## src/rtl/ps2_host_tx_if.sv

```systemverilog
// ps2_host_tx_if: signal bundle between the CPU/pad side and the PS/2 host transmitter.
//
// Signals
//   start    CPU -> tx   one-cycle send request
//   din      CPU -> tx   command byte, captured on an accepted start
//   ack      CPU -> tx   interrupt acknowledge, clears done/err
//   ps2c_in  pad -> tx   raw PS/2 clock line level
//   ps2d_in  pad -> tx   raw PS/2 data line level
//   ps2c_oe  tx -> pad   1 = pull clock line low
//   ps2d_oe  tx -> pad   1 = pull data line low
//   busy     tx -> CPU   transfer in progress
//   done     tx -> CPU   level interrupt request
//   err      tx -> CPU   valid with done; 1 = NACK or timeout
//
// The master modport is the combined CPU and pad side; slave is the transmitter.
interface ps2_host_tx_if;
    logic       start;
    logic [7:0] din;
    logic       ack;
    logic       ps2c_in;
    logic       ps2d_in;
    logic       ps2c_oe;
    logic       ps2d_oe;
    logic       busy;
    logic       done;
    logic       err;

    modport master (
        output start, din, ack, ps2c_in, ps2d_in,
        input  ps2c_oe, ps2d_oe, busy, done, err
    );

    modport slave (
        input  start, din, ack, ps2c_in, ps2d_in,
        output ps2c_oe, ps2d_oe, busy, done, err
    );
endinterface

```

## src/rtl/ps2_host_tx.sv

```systemverilog
// ps2_host_tx: PS/2 host-to-device transmitter for one command byte.
//
// The host inhibits the bus, issues request-to-send, then presents start, 8 data bits
// (LSB first), odd parity and stop, advancing one bit per device falling clock edge.
// On the 11th falling edge the device's ACK/NACK is sampled; once both lines are idle
// the level interrupt done is raised with err describing the outcome. A watchdog
// aborts the transfer when the device stops clocking.
//
// Ports
//   clk    system clock
//   reset  synchronous, active-high
//   bus    ps2_host_tx_if.slave (start/din/ack, raw lines, open-drain enables, status)
module ps2_host_tx #(
    parameter int unsigned INHIBIT_CYCLES = 5000,
    parameter int unsigned FILTER_LEN     = 8,
    parameter int unsigned TIMEOUT_CYCLES = 1000000
) (
    input  logic         clk,
    input  logic         reset,
    ps2_host_tx_if.slave bus
);

    localparam int unsigned FltW = $clog2(FILTER_LEN + 1);
    localparam int unsigned InhW = $clog2(INHIBIT_CYCLES + 1);
    localparam int unsigned ToW  = $clog2(TIMEOUT_CYCLES + 1);

    // Index into the line arrays below.
    localparam int unsigned LineC = 0;
    localparam int unsigned LineD = 1;

    typedef enum logic [2:0] {
        StIdle,
        StInhibit,
        StRts,
        StSend,
        StAck,
        StWaitIdle,
        StFinish
    } state_e;

    // ------------------------------------------------------------------
    // Input conditioning: 2-FF synchronizer then a run-length glitch filter
    // ------------------------------------------------------------------
    logic [1:0]    sync1_q, sync2_q;
    logic [1:0]    filt_q, filt_d;
    logic [FltW-1:0] flt_cnt_q [2];
    logic [FltW-1:0] flt_cnt_d [2];
    logic          fall_q;

    always_comb begin
        filt_d    = filt_q;
        flt_cnt_d = '{default: '0};
        for (int i = 0; i < 2; i++) begin
            // Count consecutive samples that disagree with the filtered level; any
            // agreeing sample restarts the run.
            if (sync2_q[i] != filt_q[i]) begin
                if (flt_cnt_q[i] == FltW'(FILTER_LEN - 1)) begin
                    filt_d[i] = sync2_q[i];
                end else begin
                    flt_cnt_d[i] = flt_cnt_q[i] + 1'b1;
                end
            end
        end
    end

    always_ff @(posedge clk) begin
        if (reset) begin
            sync1_q   <= 2'b11;
            sync2_q   <= 2'b11;
            filt_q    <= 2'b11;
            flt_cnt_q <= '{default: '0};
            fall_q    <= 1'b0;
        end else begin
            sync1_q   <= {bus.ps2d_in, bus.ps2c_in};
            sync2_q   <= sync1_q;
            filt_q    <= filt_d;
            flt_cnt_q <= flt_cnt_d;
            fall_q    <= filt_q[LineC] & ~filt_d[LineC];
        end
    end

    // ------------------------------------------------------------------
    // Transfer state machine
    // ------------------------------------------------------------------
    state_e          state_q, state_d;
    logic [8:0]      sr_q, sr_d;          // {stop, parity, data}; bit 0 is on the wire
    logic [3:0]      idx_q, idx_d;        // 0 = start bit, 10 = stop bit
    logic [InhW-1:0] inh_cnt_q, inh_cnt_d;
    logic [ToW-1:0]  to_cnt_q, to_cnt_d;
    logic            err_pending_q, err_pending_d;
    logic            done_q, done_d;
    logic            err_q, err_d;

    logic            c_oe, d_oe, busy;
    logic            watched;             // states guarded by the device-clock watchdog

    always_comb begin
        state_d       = state_q;
        sr_d          = sr_q;
        idx_d         = idx_q;
        inh_cnt_d     = inh_cnt_q;
        to_cnt_d      = to_cnt_q;
        err_pending_d = err_pending_q;
        done_d        = done_q;
        err_d         = err_q;
        c_oe          = 1'b0;
        d_oe          = 1'b0;
        busy          = 1'b1;
        watched       = 1'b0;

        if (bus.ack) begin
            done_d = 1'b0;
            err_d  = 1'b0;
        end

        unique case (state_q)
            StIdle: begin
                busy = 1'b0;
                if (bus.start) begin
                    state_d       = StInhibit;
                    sr_d          = {1'b1, ~^bus.din, bus.din};
                    idx_d         = '0;
                    inh_cnt_d     = '0;
                    err_pending_d = 1'b0;
                    done_d        = 1'b0;
                    err_d         = 1'b0;
                end
            end

            StInhibit: begin
                c_oe = 1'b1;
                if (inh_cnt_q == InhW'(INHIBIT_CYCLES - 1)) begin
                    state_d = StRts;
                end else begin
                    inh_cnt_d = inh_cnt_q + 1'b1;
                end
            end

            StRts: begin
                c_oe     = 1'b1;
                d_oe     = 1'b1;
                state_d  = StSend;
                to_cnt_d = '0;
            end

            StSend: begin
                watched = 1'b1;
                d_oe    = (idx_q == 4'd0) ? 1'b1 : ~sr_q[0];
                if (fall_q) begin
                    if (idx_q == 4'd10) begin
                        // 11th fall: device drives its ACK (low) or leaves data high.
                        err_pending_d = filt_q[LineD];
                        state_d       = StAck;
                    end else begin
                        // The first fall only retires the start bit, so d0 is already
                        // at sr_q[0]; later falls shift the next bit in.
                        if (idx_q != 4'd0) begin
                            sr_d = {1'b1, sr_q[8:1]};
                        end
                        idx_d = idx_q + 4'd1;
                    end
                end
            end

            StAck: begin
                watched = 1'b1;
                state_d = StWaitIdle;
            end

            StWaitIdle: begin
                watched = 1'b1;
                if (&filt_q) begin
                    state_d = StFinish;
                end
            end

            StFinish: begin
                busy    = 1'b0;
                state_d = StIdle;
            end

            default: begin
                state_d = StIdle;
            end
        endcase

        // Watchdog between device falling edges.
        if (watched) begin
            if (fall_q) begin
                to_cnt_d = '0;
            end else if (to_cnt_q == ToW'(TIMEOUT_CYCLES - 1)) begin
                if (state_d != StFinish) begin
                    state_d       = StFinish;
                    err_pending_d = 1'b1;
                end
            end else begin
                to_cnt_d = to_cnt_q + 1'b1;
            end
        end

        // Flags are raised on the edge that enters FINISH so done and the fall of
        // busy coincide; setting overrides a same-cycle ack.
        if (state_d == StFinish && state_q != StFinish) begin
            done_d = 1'b1;
            err_d  = err_pending_d;
        end
    end

    always_ff @(posedge clk) begin
        if (reset) begin
            state_q       <= StIdle;
            sr_q          <= '0;
            idx_q         <= '0;
            inh_cnt_q     <= '0;
            to_cnt_q      <= '0;
            err_pending_q <= 1'b0;
            done_q        <= 1'b0;
            err_q         <= 1'b0;
        end else begin
            state_q       <= state_d;
            sr_q          <= sr_d;
            idx_q         <= idx_d;
            inh_cnt_q     <= inh_cnt_d;
            to_cnt_q      <= to_cnt_d;
            err_pending_q <= err_pending_d;
            done_q        <= done_d;
            err_q         <= err_d;
        end
    end

    // Outputs are decoded from registers only, so the pads never see input-driven glitches.
    assign bus.ps2c_oe = c_oe;
    assign bus.ps2d_oe = d_oe;
    assign bus.busy    = busy;
    assign bus.done    = done_q;
    assign bus.err     = err_q;

endmodule

```

## src/flat_wrapper.sv

```systemverilog
// flat-port wrapper written by rule: the top's interface ports become plain ports
module ps2_host_tx_flat 
#(
    parameter int unsigned INHIBIT_CYCLES = 5000,
    parameter int unsigned FILTER_LEN     = 8,
    parameter int unsigned TIMEOUT_CYCLES = 1000000
)
  (clk, reset, bus_start, bus_din, bus_ack, bus_ps2c_in, bus_ps2d_in, bus_ps2c_oe, bus_ps2d_oe, bus_busy, bus_done, bus_err);
  ps2_host_tx_if bus_i ();
  input  logic clk;
  input  logic reset;
  input wire logic [$bits(bus_i.start)-1:0] bus_start;
  input wire logic [$bits(bus_i.din)-1:0] bus_din;
  input wire logic [$bits(bus_i.ack)-1:0] bus_ack;
  input wire logic [$bits(bus_i.ps2c_in)-1:0] bus_ps2c_in;
  input wire logic [$bits(bus_i.ps2d_in)-1:0] bus_ps2d_in;
  output wire logic [$bits(bus_i.ps2c_oe)-1:0] bus_ps2c_oe;
  output wire logic [$bits(bus_i.ps2d_oe)-1:0] bus_ps2d_oe;
  output wire logic [$bits(bus_i.busy)-1:0] bus_busy;
  output wire logic [$bits(bus_i.done)-1:0] bus_done;
  output wire logic [$bits(bus_i.err)-1:0] bus_err;
  assign bus_i.start = bus_start;
  assign bus_i.din = bus_din;
  assign bus_i.ack = bus_ack;
  assign bus_i.ps2c_in = bus_ps2c_in;
  assign bus_i.ps2d_in = bus_ps2d_in;
  assign bus_ps2c_oe = bus_i.ps2c_oe;
  assign bus_ps2d_oe = bus_i.ps2d_oe;
  assign bus_busy = bus_i.busy;
  assign bus_done = bus_i.done;
  assign bus_err = bus_i.err;
  ps2_host_tx #(.INHIBIT_CYCLES(INHIBIT_CYCLES), .FILTER_LEN(FILTER_LEN), .TIMEOUT_CYCLES(TIMEOUT_CYCLES)) u_core (.clk(clk), .reset(reset), .bus(bus_i));
endmodule
```

## config.mk

```make
export PLATFORM = sky130hd
export DESIGN_NAME = ps2_host_tx_flat
export DESIGN_NICKNAME = d
export VERILOG_FILES = /design/src/rtl/ps2_host_tx_if.sv /design/src/rtl/ps2_host_tx.sv /design/src/flat_wrapper.sv
export SDC_FILE = /design/constraint.sdc
export NUM_CORES = 1
export LEC_CHECK = 0
export ABC_AREA = 0
export BUFFER_PORTS_ARGS = -buffer_cell sky130_fd_sc_hd__clkbuf_2
export CELL_PAD_IN_SITES_DETAIL_PLACEMENT = 0
export CELL_PAD_IN_SITES_GLOBAL_PLACEMENT = 1
export CORE_MARGIN = 3
export CORE_UTILIZATION = 46
export CTS_CLUSTER_SIZE = 28
export DETAILED_ROUTE_END_ITERATION = 8
export PLACE_DENSITY_LB_ADDON = 0.08
export SYNTH_ARGS = -nofsm -noshare
export SYNTH_HDL_FRONTEND = slang
export SYNTH_SLANG_ARGS = --single-unit
```

## constraint.sdc

```tcl
create_clock -name clk -period 2.8 [get_ports clk]
set_clock_uncertainty 0.05 [all_clocks]
set_input_delay 0.14 -clock clk [delete_from_list [all_inputs] [get_ports clk]]
set_output_delay 0.14 -clock clk [all_outputs]
set_load 0.05 [all_outputs]
```

==> results by group <==
Routing
  • Post-Route WL: 7.65 mm
  • Final routed DRC violation total: 0
  • Vias/cell: between 5 and 6
  • Routed vias: 2942
  • DRT iter0 DRCs: 151
  • Post-route antenna net violation count: 0
  • Routed len/inst: 14.6 microns
  • DR pass1 iterations: 4

STA
  • Final Hold Viols: 0
  • Max Freq: 411 MHz
  • Tcrit/Tclk final: 86.9%
  • Pins Over Slew Limit: 0
  • Setup TNS: 0 ps
  • Final min period: 2430 ps
  • Hold Slack: 17.0 ps
  • Max transition margin: 52.3%
  • Final setup viols: 0
  • Unrepaired setup endpoints after global routing: false
  • Worst-margin pin slew: 713 ps

CTS
  • CTS clk-pin slew, worst paths: roughly 70 ps
  • Worst-Skew Late Latency: 350 ps
  • Clk sinks: 67
  • Post-CTS Repair Setup Buffers: 0
  • Num CTS Buffers: 9
  • CTS root buffer: clkbuf_8
  • CTS tree: built
  • Maximum buffer depth of the clock tree: 2
  • H-tree levels: 3

GRT
  • Global route total overflow: 0
  • Number of global-route vias before repair: 2812
  • Global-route wire length before repair: 13.4 mm
  • GRT Total Usage: 19.6%
  • Largest net degree at the start of global routing: 25
  • Initial antenna violation count: 0

Critical path
  • Crit end category: flip-flop
  • Worst path bufs/invs: 0
  • Critical path's top delay family: compound AO/OA/AOI/OAI gates
  • Crit path DAT: 2640 ps
  • Slowest CP cell: and3b_1
  • Worst-path fanout max: 17
  • Startpoint Class: flip-flop
  • CP cell instances: and3b_1, a31oi_1, a31oi_4, nor2_1, a311oi_1
  • Worst path required time: 3010 ps
  • Slowest stage delay, CP: 550 ps
  • WS Path Type: flip-flop to flip-flop

Synth
  • Area share of the largest cell type after synthesis: 39.3%
  • Avg Cell Area, Syn: 8.52 sq um
  • Count of different cell masters after synthesis: between 50 and 60
  • Synth Warn #: 0
  • Most frequently used flop master after synthesis: dfxtp_1
  • Area leader, netlist: dfxtp_1
  • Post-synthesis sequential element count: 67
  • Synth async-reset ratio: 0%
  • Seq/Total Area, Yosys: 39.3%
  • Mapped Nets: 422
  • Cells after Synth: 401
  • Mapped Area: 3420 sq um
  • Main area contributors after synthesis: dfxtp_1, nand2_1, nor2_1
  • EDFF count, synth: 0

Finish
  • Ant diodes: 0
  • Layout fillers: 684
  • Area Overhead vs Synth: 12.2%
  • Fin nets: 445
  • Layout Cells excl Fill: 525
  • Share of cells above drive strength 1: 16.3%

Floorplan
  • Num rows: 30
  • # IOs: 19
  • Starting Density: 48.9%
  • Die height: 92.2 microns
  • Die width: 92.2 microns
  • Core area: 6980 sq um
  • Full die area: 8500 sq um

Status
  • Outcome: complete, no violations

Worst hold path
  • Hold WC Path Type: input pin to flip-flop

Pwr
  • P_leak: 0.00133 uW
  • PwrDens: 509 nW/um^2
  • Peak supply drop: 0.252 mV

Place
  • DP HPWL: approximately 5.4 mm
  • Gp weighted congestion: 0.768
  • I/O Buffers: 18
  • Dpl cells: 504

Job
  • Number of max-cap violations: 0
-- per-stage QoR --
| step | instance area [sq um] | worst slack [ps] | utilization (%) | power [uW] |
|---|---|---|---|---|
| CTS | 3830 | 355 | 54.9 | 1980 |
| finish | 3830 | 368 | 54.9 | 1950 |
| global route | 3830 | 83.8 | 54.9 | 2040 |
| global placement | 3580 | 419 | 51.3 | 1150 |
| floorplan | 3420 | 747 | - | 1120 |
| detailed placement | 3580 | 342 | 51.3 | 1150 |
-- worst reg2reg max path: cells and delay by family (launching register included) --
kind	cells	cell delay, ps
AOI/OAI and AO/OA	3	1130
DFF	1	530
and+or+nand+nor	2	640
-- report_power, final --
group / internal [uW] / leakage (uW) / switching (uW)
Combinational: 57.9 / 0.000680 / 85.9
Clock: 435 / 0.000102 / 381
Sequential: 974 / 0.000544 / 17.0
Total: 1470 / 0.00133 / 484
-- cells in the mapped netlist, drive strengths merged (2+ instances only) --
cell type,count
buf,6
nand2b,4
nand2,51
inv,11
or4,7
a22oi,2
a31oi,10
or3b,2
a21o,2
nand3,17
a21oi,30
nand4,9
mux2i,4
nor3,9
or2,9
a211o,3
or3,12
ha,7
xnor2,12
nor4,3
o22ai,3
nor2,35
nor2b,2
dfxtp,67
o31ai,4
clkbuf,9
a22o,3
nand3b,7
a311oi,10
o21ai,22
and3,8
xor2,4
-- layout make-up --
class	count	area (sq um)	area share, %
multi-input cells	308	1960	51.1
flip-flops and latches	67	1340	35.0
repair buffers	27	170	4.44
clock buffers	10	138	3.59
well taps	96	120	3.13
clock inverters	6	65.1	1.70
inverters	11	41.3	1.08
-- metal layers --
layer / track usage, % / up-vias / share of wire, %
li1: - / 1515 / -
met1: 25.6 / 1372 / 48
met2: 31.1 / 46 / 47
met3: 4.92 / 9 / 3.6
met4: 7.43 / 0 / 1.3
met5: 0 / - / 0
-- layout by cell type, fill, tap and decap left out, types with 11 or more instances in the layout --
cell type	synthesis	routed
dfxtp_1	67	67
nand2_1	51	51
nor2_1	35	35
a21oi_1	20	20
clkbuf_2	0	18
nand3_1	17	17
o21ai_0	13	13
or3_1	12	12
xnor2_1	12	12
inv_1	11	11
-- flip-flops by register name (all words and copies together) (netlist names) --
| signal | flops |
|---|---|
| u_core.filt_q | 2 |
| u_core.inh_cnt_q | 13 |
| u_core.sync2_q | 2 |
| u_core.sr_q | 9 |
| u_core.err_pending_q | 1 |
| u_core.state_q | 3 |
| u_core.to_cnt_q | 20 |
| u_core.bus.done | 1 |
| u_core.bus.err | 1 |
| u_core.idx_q | 4 |
| u_core.flt_cnt_q | 8 |
| u_core.fall_q | 1 |
| u_core.sync1_q | 2 |
-- logic make-up (layout without fill, tap and decap cells) --
group | after synthesis | in the layout | share of synthesized area, %
flip-flops | 67 | 67 | 39.3
multiplexers | 5 | 5 | 1.50
XOR/XNOR | 16 | 16 | 4.10
AND/OR/NAND/NOR | 182 | 182 | 28.6
AO/OA/AOI/OAI | 98 | 98 | 20.5
buffers and inverters | 26 | 54 | 3.44
adder cells (fa/ha/maj) | 7 | 7 | 2.56
-- final timing paths --
kind	startpoint	end	slack, ps	cells past startpoint
setup / recovery	u_core.state_q[0]$_SDFF_PP0_	u_core.sr_q[2]$_SDFFE_PP0P_	370	5
hold / removal	bus_din[6]	u_core.sr_q[6]$_SDFFE_PP0P_	20	3
setup reg to reg	u_core.state_q[0]$_SDFF_PP0_	u_core.sr_q[2]$_SDFFE_PP0P_	370	5
hold reg to reg	u_core.sync1_q[0]$_SDFF_PP1_	u_core.sync2_q[0]$_SDFF_PP1_	370	1
-- timing repair --
action	CTS	global route
endpoints found under the setup margin	0	0
hold endpoints to repair	5	0
gates resized for setup	0	0
hold buffers	5	0
Note: power is estimated with default switching activity, not from simulation.
